===== config.mk =====
export PLATFORM = sky130hd
export DESIGN_NAME = pipelined_fetch
export DESIGN_NICKNAME = d
export VERILOG_FILES = /design/src/rtl/pipelined_fetch.sv
export SDC_FILE = /design/constraint.sdc
export NUM_CORES = 1
export LEC_CHECK = 0
export CORE_MARGIN = 2
export CORE_UTILIZATION = 35
export CTS_CLUSTER_DIAMETER = 80
export DETAILED_ROUTE_END_ITERATION = 10
export HOLD_SLACK_MARGIN = 0.06
export PLACE_DENSITY = 0.54
export SKIP_CTS_REPAIR_TIMING = 1
export SLEW_MARGIN = 30
export SYNTH_ARGS = -nofsm -noshare
export SYNTH_HDL_FRONTEND = slang
export SYNTH_SLANG_ARGS = --single-unit

===== constraint.sdc =====
create_clock -name clk -period 4.2 [get_ports clk]
set_clock_uncertainty 0.1 [all_clocks]
set_input_delay 0.84 -clock clk [delete_from_list [all_inputs] [get_ports clk]]
set_output_delay 0.84 -clock clk [all_outputs]
set_load 0.005 [all_outputs]

===== src/rtl/pipelined_fetch.sv =====
// Instruction-fetch stage: drives a level-request instruction memory, feeds the
// IF/ID register, buffers one word across decode stalls and drops stale responses after redirects.
module pipelined_fetch #(
  parameter int unsigned          ADDR_W   = 32,
  parameter int unsigned          INSTR_W  = 32,
  parameter logic [ADDR_W-1:0]    RESET_PC = '0,
  parameter logic [ADDR_W-1:0]    PC_INC   = ADDR_W'(4)
) (
  input  logic               clk,
  input  logic               rst_n,
  input  logic               stall_i,
  input  logic               redirect_i,
  input  logic [ADDR_W-1:0]  redirect_pc_i,
  output logic               imem_req_o,
  output logic [ADDR_W-1:0]  imem_addr_o,
  input  logic               imem_ack_i,
  input  logic [INSTR_W-1:0] imem_rdata_i,
  output logic               ifid_valid_o,
  output logic [ADDR_W-1:0]  ifid_pc4_o,
  output logic [INSTR_W-1:0] ifid_instr_o
);

  typedef enum logic [1:0] {
    ST_FETCH   = 2'd0,
    ST_HOLD    = 2'd1,
    ST_DISCARD = 2'd2
  } state_e;

  state_e               state_q, state_d;
  logic [ADDR_W-1:0]    pc_q, pc_d;
  logic [ADDR_W-1:0]    tgt_q, tgt_d;
  logic                 req_q, req_d;
  logic                 ifid_valid_q, ifid_valid_d;
  logic [ADDR_W-1:0]    ifid_pc4_q, ifid_pc4_d;
  logic [INSTR_W-1:0]   ifid_instr_q, ifid_instr_d;
  logic [ADDR_W-1:0]    skid_pc4_q, skid_pc4_d;
  logic [INSTR_W-1:0]   skid_instr_q, skid_instr_d;
  logic [ADDR_W-1:0]    pc_inc_c;

  // State register; reset abandons any outstanding or buffered transaction
  always_ff @(posedge clk or negedge rst_n) begin
    if (!rst_n) begin
      state_q      <= ST_FETCH;
      pc_q         <= RESET_PC;
      tgt_q        <= '0;
      req_q        <= 1'b0;
      ifid_valid_q <= 1'b0;
      ifid_pc4_q   <= '0;
      ifid_instr_q <= '0;
      skid_pc4_q   <= '0;
      skid_instr_q <= '0;
    end else begin
      state_q      <= state_d;
      pc_q         <= pc_d;
      tgt_q        <= tgt_d;
      req_q        <= req_d;
      ifid_valid_q <= ifid_valid_d;
      ifid_pc4_q   <= ifid_pc4_d;
      ifid_instr_q <= ifid_instr_d;
      skid_pc4_q   <= skid_pc4_d;
      skid_instr_q <= skid_instr_d;
    end
  end

  // Next-state logic; redirect outranks ack and stall in every state
  always_comb begin
    state_d      = state_q;
    pc_d         = pc_q;
    tgt_d        = tgt_q;
    ifid_valid_d = ifid_valid_q;
    ifid_pc4_d   = ifid_pc4_q;
    ifid_instr_d = ifid_instr_q;
    skid_pc4_d   = skid_pc4_q;
    skid_instr_d = skid_instr_q;
    pc_inc_c     = pc_q + PC_INC;

    unique case (state_q)
      ST_FETCH: begin
        if (redirect_i) begin
          ifid_valid_d = 1'b0;
          if (req_q && !imem_ack_i) begin
            // Memory still owes a response for the old address: wait it out
            state_d = ST_DISCARD;
            tgt_d   = redirect_pc_i;
          end else begin
            pc_d = redirect_pc_i;
          end
        end else if (req_q && imem_ack_i) begin
          if (stall_i) begin
            skid_pc4_d   = pc_inc_c;
            skid_instr_d = imem_rdata_i;
            state_d      = ST_HOLD;
          end else begin
            ifid_valid_d = 1'b1;
            ifid_pc4_d   = pc_inc_c;
            ifid_instr_d = imem_rdata_i;
            pc_d         = pc_inc_c;
          end
        end else if (!stall_i) begin
          ifid_valid_d = 1'b0;
        end
      end
      ST_HOLD: begin
        if (redirect_i) begin
          ifid_valid_d = 1'b0;
          pc_d         = redirect_pc_i;
          skid_pc4_d   = '0;
          skid_instr_d = '0;
          state_d      = ST_FETCH;
        end else if (!stall_i) begin
          ifid_valid_d = 1'b1;
          ifid_pc4_d   = skid_pc4_q;
          ifid_instr_d = skid_instr_q;
          pc_d         = pc_inc_c;
          state_d      = ST_FETCH;
        end
      end
      ST_DISCARD: begin
        if (redirect_i) begin
          ifid_valid_d = 1'b0;
          if (imem_ack_i) begin
            pc_d    = redirect_pc_i;
            state_d = ST_FETCH;
          end else begin
            tgt_d = redirect_pc_i;
          end
        end else if (imem_ack_i) begin
          pc_d    = tgt_q;
          state_d = ST_FETCH;
        end
      end
      default: state_d = ST_FETCH;
    endcase

    req_d = (state_d != ST_HOLD);
  end

  assign imem_req_o   = req_q;
  assign imem_addr_o  = pc_q;
  assign ifid_valid_o = ifid_valid_q;
  assign ifid_pc4_o   = ifid_pc4_q;
  assign ifid_instr_o = ifid_instr_q;

endmodule


==> results of run 1 <==
==> final timing paths <==
path | cells after the start | start | end
min in group clk | 2 | skid_pc4_q[16] | skid_pc4_q[16]
worst max register to register | 6 | state_q[1] | ifid_instr_o[4]
worst max-delay path | 6 | state_q[1] | ifid_instr_o[4]
worst min register to register | 2 | skid_pc4_q[16] | skid_pc4_q[16]
max in group asynchronous | 2 | rst_n | state_q[1]
worst min-delay path | 1 | rst_n | ifid_instr_o[5]
==> per-layer routing <==
metal / routed length [um] / track usage [%] / vias up
li1: - / - / 3626
met1: 13600 / 29.7 / 3733
met2: 11500 / 28.2 / 238
met3: 1330 / 3.13 / 23
met4: 304 / 4.84 / 0
met5: 0 / 0 / -
==> registers in the layout (all words and copies together), names as in the netlist <==
name / count
ifid_valid_o: 1
skid_instr_q: 32
imem_req_o: 1
skid_pc4_q: 32
tgt_q: 32
state_q: 2
ifid_instr_o: 32
imem_addr_o: 32
ifid_pc4_o: 32
==> cells by family (layout without fill, tap and decap cells) <==
family	count (synthesis)	after routing	share of synthesized area, %
AOI/OAI and AO/OA	281	281	19.8
xor gates and xnor gates	18	18	1.67
adders and majority gates	5	5	0.664
buffers and inverters	84	232	3.69
DFF	196	196	52.1
muxes	76	76	8.54
and+or+nand+nor	254	254	13.6
==> cells in the mapped netlist, types with 4 or more instances <==
cell	instances
sky130_fd_sc_hd__a22o_1	51
sky130_fd_sc_hd__a21oi_1	38
sky130_fd_sc_hd__a221oi_1	4
sky130_fd_sc_hd__and3_1	9
sky130_fd_sc_hd__nor2b_1	4
sky130_fd_sc_hd__o22ai_1	10
sky130_fd_sc_hd__a31oi_1	5
sky130_fd_sc_hd__a22oi_1	10
sky130_fd_sc_hd__o211ai_1	4
sky130_fd_sc_hd__and2_1	5
sky130_fd_sc_hd__o31a_1	9
sky130_fd_sc_hd__nand4_1	11
sky130_fd_sc_hd__buf_1	10
sky130_fd_sc_hd__or4_1	4
sky130_fd_sc_hd__o21a_1	4
sky130_fd_sc_hd__buf_2	19
sky130_fd_sc_hd__xnor2_1	12
sky130_fd_sc_hd__mux2_1	4
sky130_fd_sc_hd__and4_1	5
sky130_fd_sc_hd__or3_1	4
sky130_fd_sc_hd__ha_1	5
sky130_fd_sc_hd__o21ai_0	106
sky130_fd_sc_hd__nand2_1	104
sky130_fd_sc_hd__dfrtp_1	196
sky130_fd_sc_hd__xor2_1	6
sky130_fd_sc_hd__nor4_1	11
sky130_fd_sc_hd__mux2i_1	41
sky130_fd_sc_hd__nand3_1	23
sky130_fd_sc_hd__inv_1	13
sky130_fd_sc_hd__nor3_1	12
sky130_fd_sc_hd__clkbuf_1	37
sky130_fd_sc_hd__a222oi_1	4
sky130_fd_sc_hd__o31ai_1	6
sky130_fd_sc_hd__nor2_1	33
sky130_fd_sc_hd__o2bb2ai_1	5
sky130_fd_sc_hd__mux2_2	31
sky130_fd_sc_hd__nand2b_1	11
==> report_power, final <==
part	internal (uW)	switching, uW	total [uW]
registers	2770	748	3510
clock network	809	858	1670
logic	1740	1520	3260
==> cell type report <==
type / instances / area, sq um / share of cell area, %
Sequential cell: 196 / 4900 / 40.8
Tap cell: 341 / 427 / 3.55
Timing Repair Buffer: 185 / 1820 / 15.2
Clock inverter: 15 / 178 / 1.48
Multi-Input combinational cell: 634 / 4200 / 35.0
Inverter: 15 / 56.3 / 0.469
Clock buffer: 17 / 425 / 3.54
==> per-stage QoR <==
step / instances / setup slack, ns / cell area, sq um
floorplan: 914 / 1.71 / 9420
CTS: 1403 / 1.02 / 12000
finish: 1403 / 1.01 / 12000
detailed placement: 1371 / 0.686 / 11400
global placement: 1371 / 0.720 / 11400
global route: 1403 / 0.735 / 12000
==> worst reg2reg max path: stages (launching register included) <==
cell                       delay, ns
sky130_fd_sc_hd__dfrtp_1        0.47
sky130_fd_sc_hd__inv_1          0.17
sky130_fd_sc_hd__ha_1           0.46
sky130_fd_sc_hd__a21boi_1       0.54
sky130_fd_sc_hd__or4_4          0.64
sky130_fd_sc_hd__buf_4          0.51
sky130_fd_sc_hd__o21ai_0        0.18
==> impl_summary.log, run 1 <==
[metrics] data arrival time of the critical path: 3.39 ns
[metrics] Routed WL: 26700 um
[metrics] area fraction of the dominant cell type after synthesis: 52.1%
[metrics] type of the worst min-delay path: primary input to asynchronous set/reset pin
[metrics] worst hold-check slack: 0.324 ns
[metrics] number of DRC violations after detailed-routing iteration 0: 650
[metrics] number of buffer and inverter instances along the worst setup path: 2
[metrics] cell area after synthesis: 0.00942 sq mm
[metrics] top library cells by usage in the layout, fill and taps aside: 196 x sky130_fd_sc_hd__dfrtp_1, 165 x sky130_fd_sc_hd__clkdlybuf4s50_1, 106 x sky130_fd_sc_hd__o21ai_0, 104 x sky130_fd_sc_hd__nand2_1, 51 x sky130_fd_sc_hd__a22o_1
[metrics] Crit-path slowest cell: sky130_fd_sc_hd__or4_4
[metrics] total congestion overflow after global routing: 0
[metrics] overall global routing resource usage: 19.3%
[metrics] wire length of the first global-routing pass: 43100 um
[metrics] largest voltage drop on the vdd net: 0.000246 V
[metrics] fin crit share: 76.1%
[metrics] crit-path max FO: 58
[metrics] CP Data Required Time: 4.40 ns
[metrics] Diodes inserted: 0
[metrics] top flip-flop cell by instance count after synthesis: sky130_fd_sc_hd__dfrtp_1
[metrics] outcome: completed
[metrics] startpoint-to-endpoint class of the critical path: flop to flop
[metrics] count of final hold-check violations: 0
[metrics] Clock H-tree levels: 4
[metrics] cell-by-cell listing of the critical path: inv_1 > ha_1 > a21boi_1 > or4_4 > buf_4 > o21ai_0
[metrics] EDFF count, synth: 0
[metrics] FFs w/ async S/R, synth: 100%
[metrics] initial standard-cell utilization of the core: 35.3%
[metrics] number of vias in the routed layout: 7620
[metrics] Clock Pin Slew Worst Setup and Hold Paths: 0.08 ns
[metrics] Root Driver: sky130_fd_sc_hd__clkbuf_16
[metrics] total nets after synthesis: 988
[metrics] pwr/cell area: 703 mW/mm^2
[metrics] die outline width: 168 um
[metrics] Synth warnings: 0
[metrics] share of layout cells above drive strength 1: 9.70%
[metrics] total die area: 0.0282 sq mm
[metrics] buffer depth of the longest clock path: 2
[metrics] number of global-route vias before repair: 7459
[metrics] y dimension of the die: 168 um
[metrics] maximum number of pins on one net before global-route repair: 87
[metrics] cell type contributing the most total cell area after synthesis: sky130_fd_sc_hd__dfrtp_1
[metrics] number of placement rows: 60
[metrics] detailed-placement wirelength estimate: 18200 um
[metrics] unrepaired setup endpoints after global routing: false
[metrics] kind of capture point of the worst setup path: flop
[metrics] Clk Latency, worst-skew pair: 0.44 ns
[metrics] detail-routed net length per standard cell: 19.0 um
[metrics] Layout Area Growth over Synthesis: 27.5%
[metrics] TritonCTS sink count: 196
[metrics] #FFs+latches synth: 196
[metrics] remaining antenna violation count after routing: 0
[metrics] main area contributors after synthesis: sky130_fd_sc_hd__dfrtp_1 52%, sky130_fd_sc_hd__o21ai_0 5.6%, sky130_fd_sc_hd__a22o_1 4.7%
[metrics] largest stage delay on the critical path: 0.64 ns
[metrics] number of antenna violations at the first check in global routing: 0
[metrics] per-instance average area after synthesis: 10.3 sq um
[metrics] number of buffers inserted by port buffering: 166
[metrics] most frequent standard cell in the layout excluding fill and tap cells: sky130_fd_sc_hd__dfrtp_1
[metrics] Synth cell types: 69
[metrics] max_slew headroom: 49.5%
[metrics] total negative slack: 0 ns
[metrics] clock buffers created by TritonCTS: 17
[metrics] cell family with the largest share of critical-path delay: compound AO/OA/AOI/OAI gates
[metrics] Post-layout nets: 1123
[metrics] register-to-register path setup slack: 1.01 ns
[metrics] placeable core region: 0.0267 sq mm
[metrics] startpoint kind of the worst setup timing path: flop
[metrics] transition time at the pin with the least slew margin: 0.758 ns
[metrics] final weighted congestion of routability-driven global placement: 0.888
[metrics] Setup Viol. Count Final: 0
[metrics] I/O pins: 167
[metrics] total power: 8440 uW
[metrics] leakage power: 0.00495 uW
[metrics] Initial DRT Pass Iterations: 6
[metrics] sequential element share of the synthesized area: 52.1%
[metrics] fin util: 44.9%
[metrics] max-cap check violation count: 0
[metrics] routed via count divided by cell count: 5.43
[metrics] number of instances in the synthesized netlist: 914
[metrics] TritonCTS clock tree: done
[metrics] DRC violation count after routing: 0
[metrics] max-slew violation total from the final report: 0
[metrics] count of fill cells added during filler insertion: 2557
[metrics] Fmax: 313 MHz
[metrics] final period demand of the worst path: 3.19 ns
Note: power is estimated with default switching activity, not from simulation.
==> run 2, diff against run 1 <==
--- a/config.mk
+++ b/config.mk
@@ -10,7 +10,7 @@
 export CTS_CLUSTER_DIAMETER = 80
 export DETAILED_ROUTE_END_ITERATION = 10
 export HOLD_SLACK_MARGIN = 0.06
-export PLACE_DENSITY = 0.54
+export PLACE_DENSITY = 0.56
 export SKIP_CTS_REPAIR_TIMING = 1
 export SLEW_MARGIN = 30
 export SYNTH_ARGS = -nofsm -noshare
==> constraint.sdc (replaced) <==
create_clock -name clk -period 2.8 [get_ports clk]
set_clock_uncertainty 0.1 [all_clocks]
set_input_delay 0.56 -clock clk [delete_from_list [all_inputs] [get_ports clk]]
set_output_delay 0.56 -clock clk [all_outputs]
set_load 0.005 [all_outputs]
==> run 2 against run 1 <==
Non-clock buffer count up 21. Routed wire length up 0.15%. Via count up 0.77%. Combinational power up 58%. Largest cell class unchanged.
==> impl_summary.log, run 2 (same netlist as run 1, synthesis figures left out) <==
[metrics] outcome: completed
[metrics] share of layout cells above drive strength 1: 11.4%
[metrics] startpoint-to-endpoint class of the critical path: flop to flop
[metrics] TritonCTS clock tree: done
[metrics] transition time at the pin with the least slew margin: 0.792 ns
[metrics] Setup Viol. Count Final: 0
[metrics] number of vias in the routed layout: 7679
[metrics] number of placement rows: 60
[metrics] Post-layout nets: 1144
[metrics] hold path startpoint: skid_pc4_q[28]
[metrics] largest voltage drop on the vdd net: 0.000412 V
[metrics] max-slew violation total from the final report: 0
[metrics] max_slew headroom: 47.0%
[metrics] number of buffers inserted by port buffering: 166
[metrics] largest stage delay on the critical path: 0.63 ns
[metrics] final weighted congestion of routability-driven global placement: 0.894
[metrics] cell-by-cell listing of the critical path: ha_1 > nand2_1 > nor2_1 > nor4b_1 > or2_0 > a22o_1
[metrics] met3 track utilization from global routing: 3.50%
[metrics] top library cells by usage in the layout, fill and taps aside: 196 x sky130_fd_sc_hd__dfrtp_1, 165 x sky130_fd_sc_hd__clkdlybuf4s50_1, 106 x sky130_fd_sc_hd__o21ai_0, 104 x sky130_fd_sc_hd__nand2_1, 51 x sky130_fd_sc_hd__a22o_1
[metrics] maximum number of pins on one net before global-route repair: 65
[metrics] total congestion overflow after global routing: 0
[metrics] final period demand of the worst path: 2.43 ns
[metrics] placeable core region: 0.0267 sq mm
[metrics] Endpoint, Worst Hold: skid_pc4_q[28]
[metrics] I/O pins: 167
[metrics] TritonCTS sink count: 196
[metrics] Root Driver: sky130_fd_sc_hd__clkbuf_16
[metrics] die outline width: 168 um
[metrics] startpoint kind of the worst setup timing path: flop
[metrics] remaining antenna violation count after routing: 0
[metrics] Fmax: 412 MHz
[metrics] DRC violation count after routing: 0
[metrics] Clk Latency, worst-skew pair: 0.43 ns
[metrics] routed via count divided by cell count: 5.39
[metrics] data arrival time of the critical path: 2.71 ns
[metrics] kind of capture point of the worst setup path: flop
[metrics] global routing met2 resource utilization: 28.1%
[metrics] number of DRC violations after detailed-routing iteration 0: 717
[metrics] clock buffers created by TritonCTS: 17
[metrics] Clock H-tree levels: 4
[metrics] CP Data Required Time: 3.08 ns
[metrics] leakage power: 0.00508 uW
[metrics] Layout Area Growth over Synthesis: 30.3%
[metrics] Clock Pin Slew Worst Setup and Hold Paths: 0.08 ns
[metrics] max-cap check violation count: 0
[metrics] DP Area: 0.0117 sq mm
[metrics] number of antenna violations at the first check in global routing: 0
[metrics] Register-to-Register Path Depth: 6
[metrics] most frequent standard cell in the layout excluding fill and tap cells: sky130_fd_sc_hd__dfrtp_1
[metrics] Diodes inserted: 0
[metrics] total die area: 0.0282 sq mm
[metrics] fin crit share: 86.8%
[metrics] unrepaired setup endpoints after global routing: false
[metrics] overall global routing resource usage: 19.3%
[metrics] Worst Setup SP: imem_addr_o[2]
[metrics] total negative slack: 0 ns
[metrics] Routed WL: 26800 um
[metrics] Crit-path slowest cell: sky130_fd_sc_hd__nor4b_1
[metrics] GRT met1 Usage: 29.7%
[metrics] wire length of the first global-routing pass: 43000 um
[metrics] number of global-route vias before repair: 7301
[metrics] most crowded layer after global routing: met1
[metrics] register-to-register path setup slack: 0.37 ns
[metrics] crit-path max FO: 8
[metrics] detailed-placement wirelength estimate: 18500 um
[metrics] pwr/cell area: 1040 mW/mm^2
[metrics] count of fill cells added during filler insertion: 2535
[metrics] initial standard-cell utilization of the core: 35.3%
[metrics] type of the worst min-delay path: flop to flop
[metrics] y dimension of the die: 168 um
[metrics] reg-to-reg critical path startpoint: imem_addr_o[2]
[metrics] number of cells on the worst hold path: 2
[metrics] buffer depth of the longest clock path: 2
[metrics] Initial DRT Pass Iterations: 6
[metrics] post-route standard cell area excluding fillers: 0.0123 sq mm
[metrics] Reg-to-Reg End: skid_pc4_q[20]
[metrics] count of final hold-check violations: 0
[metrics] detail-routed net length per standard cell: 18.8 um
-- run 2: power by group --
part	leakage (uW)	switching [uW]	total [uW]	internal [uW]
registers	0.00243	1060	5210	4150
logic	0.00237	2360	5140	2780
clock network	0.000279	1250	2440	1200
-- run 2: cell type report --
type,count,area [sq um],share of cell area (%)
Clock inverter,15,159,1.29
Sequential cell,196,4900,40.0
Clock buffer,17,425,3.47
Timing Repair Buffer,206,2110,17.2
Tap cell,341,427,3.48
Inverter,15,56.3,0.459
Multi-Input combinational cell,634,4200,34.2
-- run 2: worst max-delay path, delay by kind of cell, from the launching register on --
family / cells / cell delay (ns)
AOI/OAI and AO/OA: 1 / 0.11
adders and majority gates: 1 / 0.32
DFF: 1 / 0.53
and+or+nand+nor: 4 / 1.31
-- run 2: worst max path at each step --
stage                       to  cells past startpoint
2_1_floorplan   ifid_pc4_o[23]                      8
3_3_place_gp   imem_addr_o[26]                      7
3_5_place_dp   imem_addr_o[10]                      7
4_1_cts         skid_pc4_q[20]                      6
5_1_grt         ifid_pc4_o[20]                      6
6_report        skid_pc4_q[20]                      6
-- run 2: metal layers --
layer  vias up  share of wire [%]
met5         -                  0
met4         0                1.3
met3        22                4.6
met2       224                 44
met1      3752                 50
li1       3681                  -
-- run 2: through the flow --
step                      worst slack (ns)  instances  util, %  hold WS [ns]  power (uW)
final                                0.371       1424     45.9         0.368       12800
after global routing                 0.140       1424     45.9         0.386       13700
after CTS                            0.369       1423     45.9        0.0301       12900
after detailed placement            0.0425       1391     43.7         0.354       10400
after global placement              0.0745       1391     43.7         0.349       10300
after floorplan                      0.575        914        -         0.164        7730
==> run 3, diff against run 2 <==
--- a/config.mk
+++ b/config.mk
@@ -12,7 +12,7 @@
 export HOLD_SLACK_MARGIN = 0.06
 export PLACE_DENSITY = 0.56
 export SKIP_CTS_REPAIR_TIMING = 1
-export SLEW_MARGIN = 30
+export SLEW_MARGIN = 20
 export SYNTH_ARGS = -nofsm -noshare
 export SYNTH_HDL_FRONTEND = slang
 export SYNTH_SLANG_ARGS = --single-unit
==> results of run 3 <==
The final DEF is identical to that of run 2; final timing and power are the same.
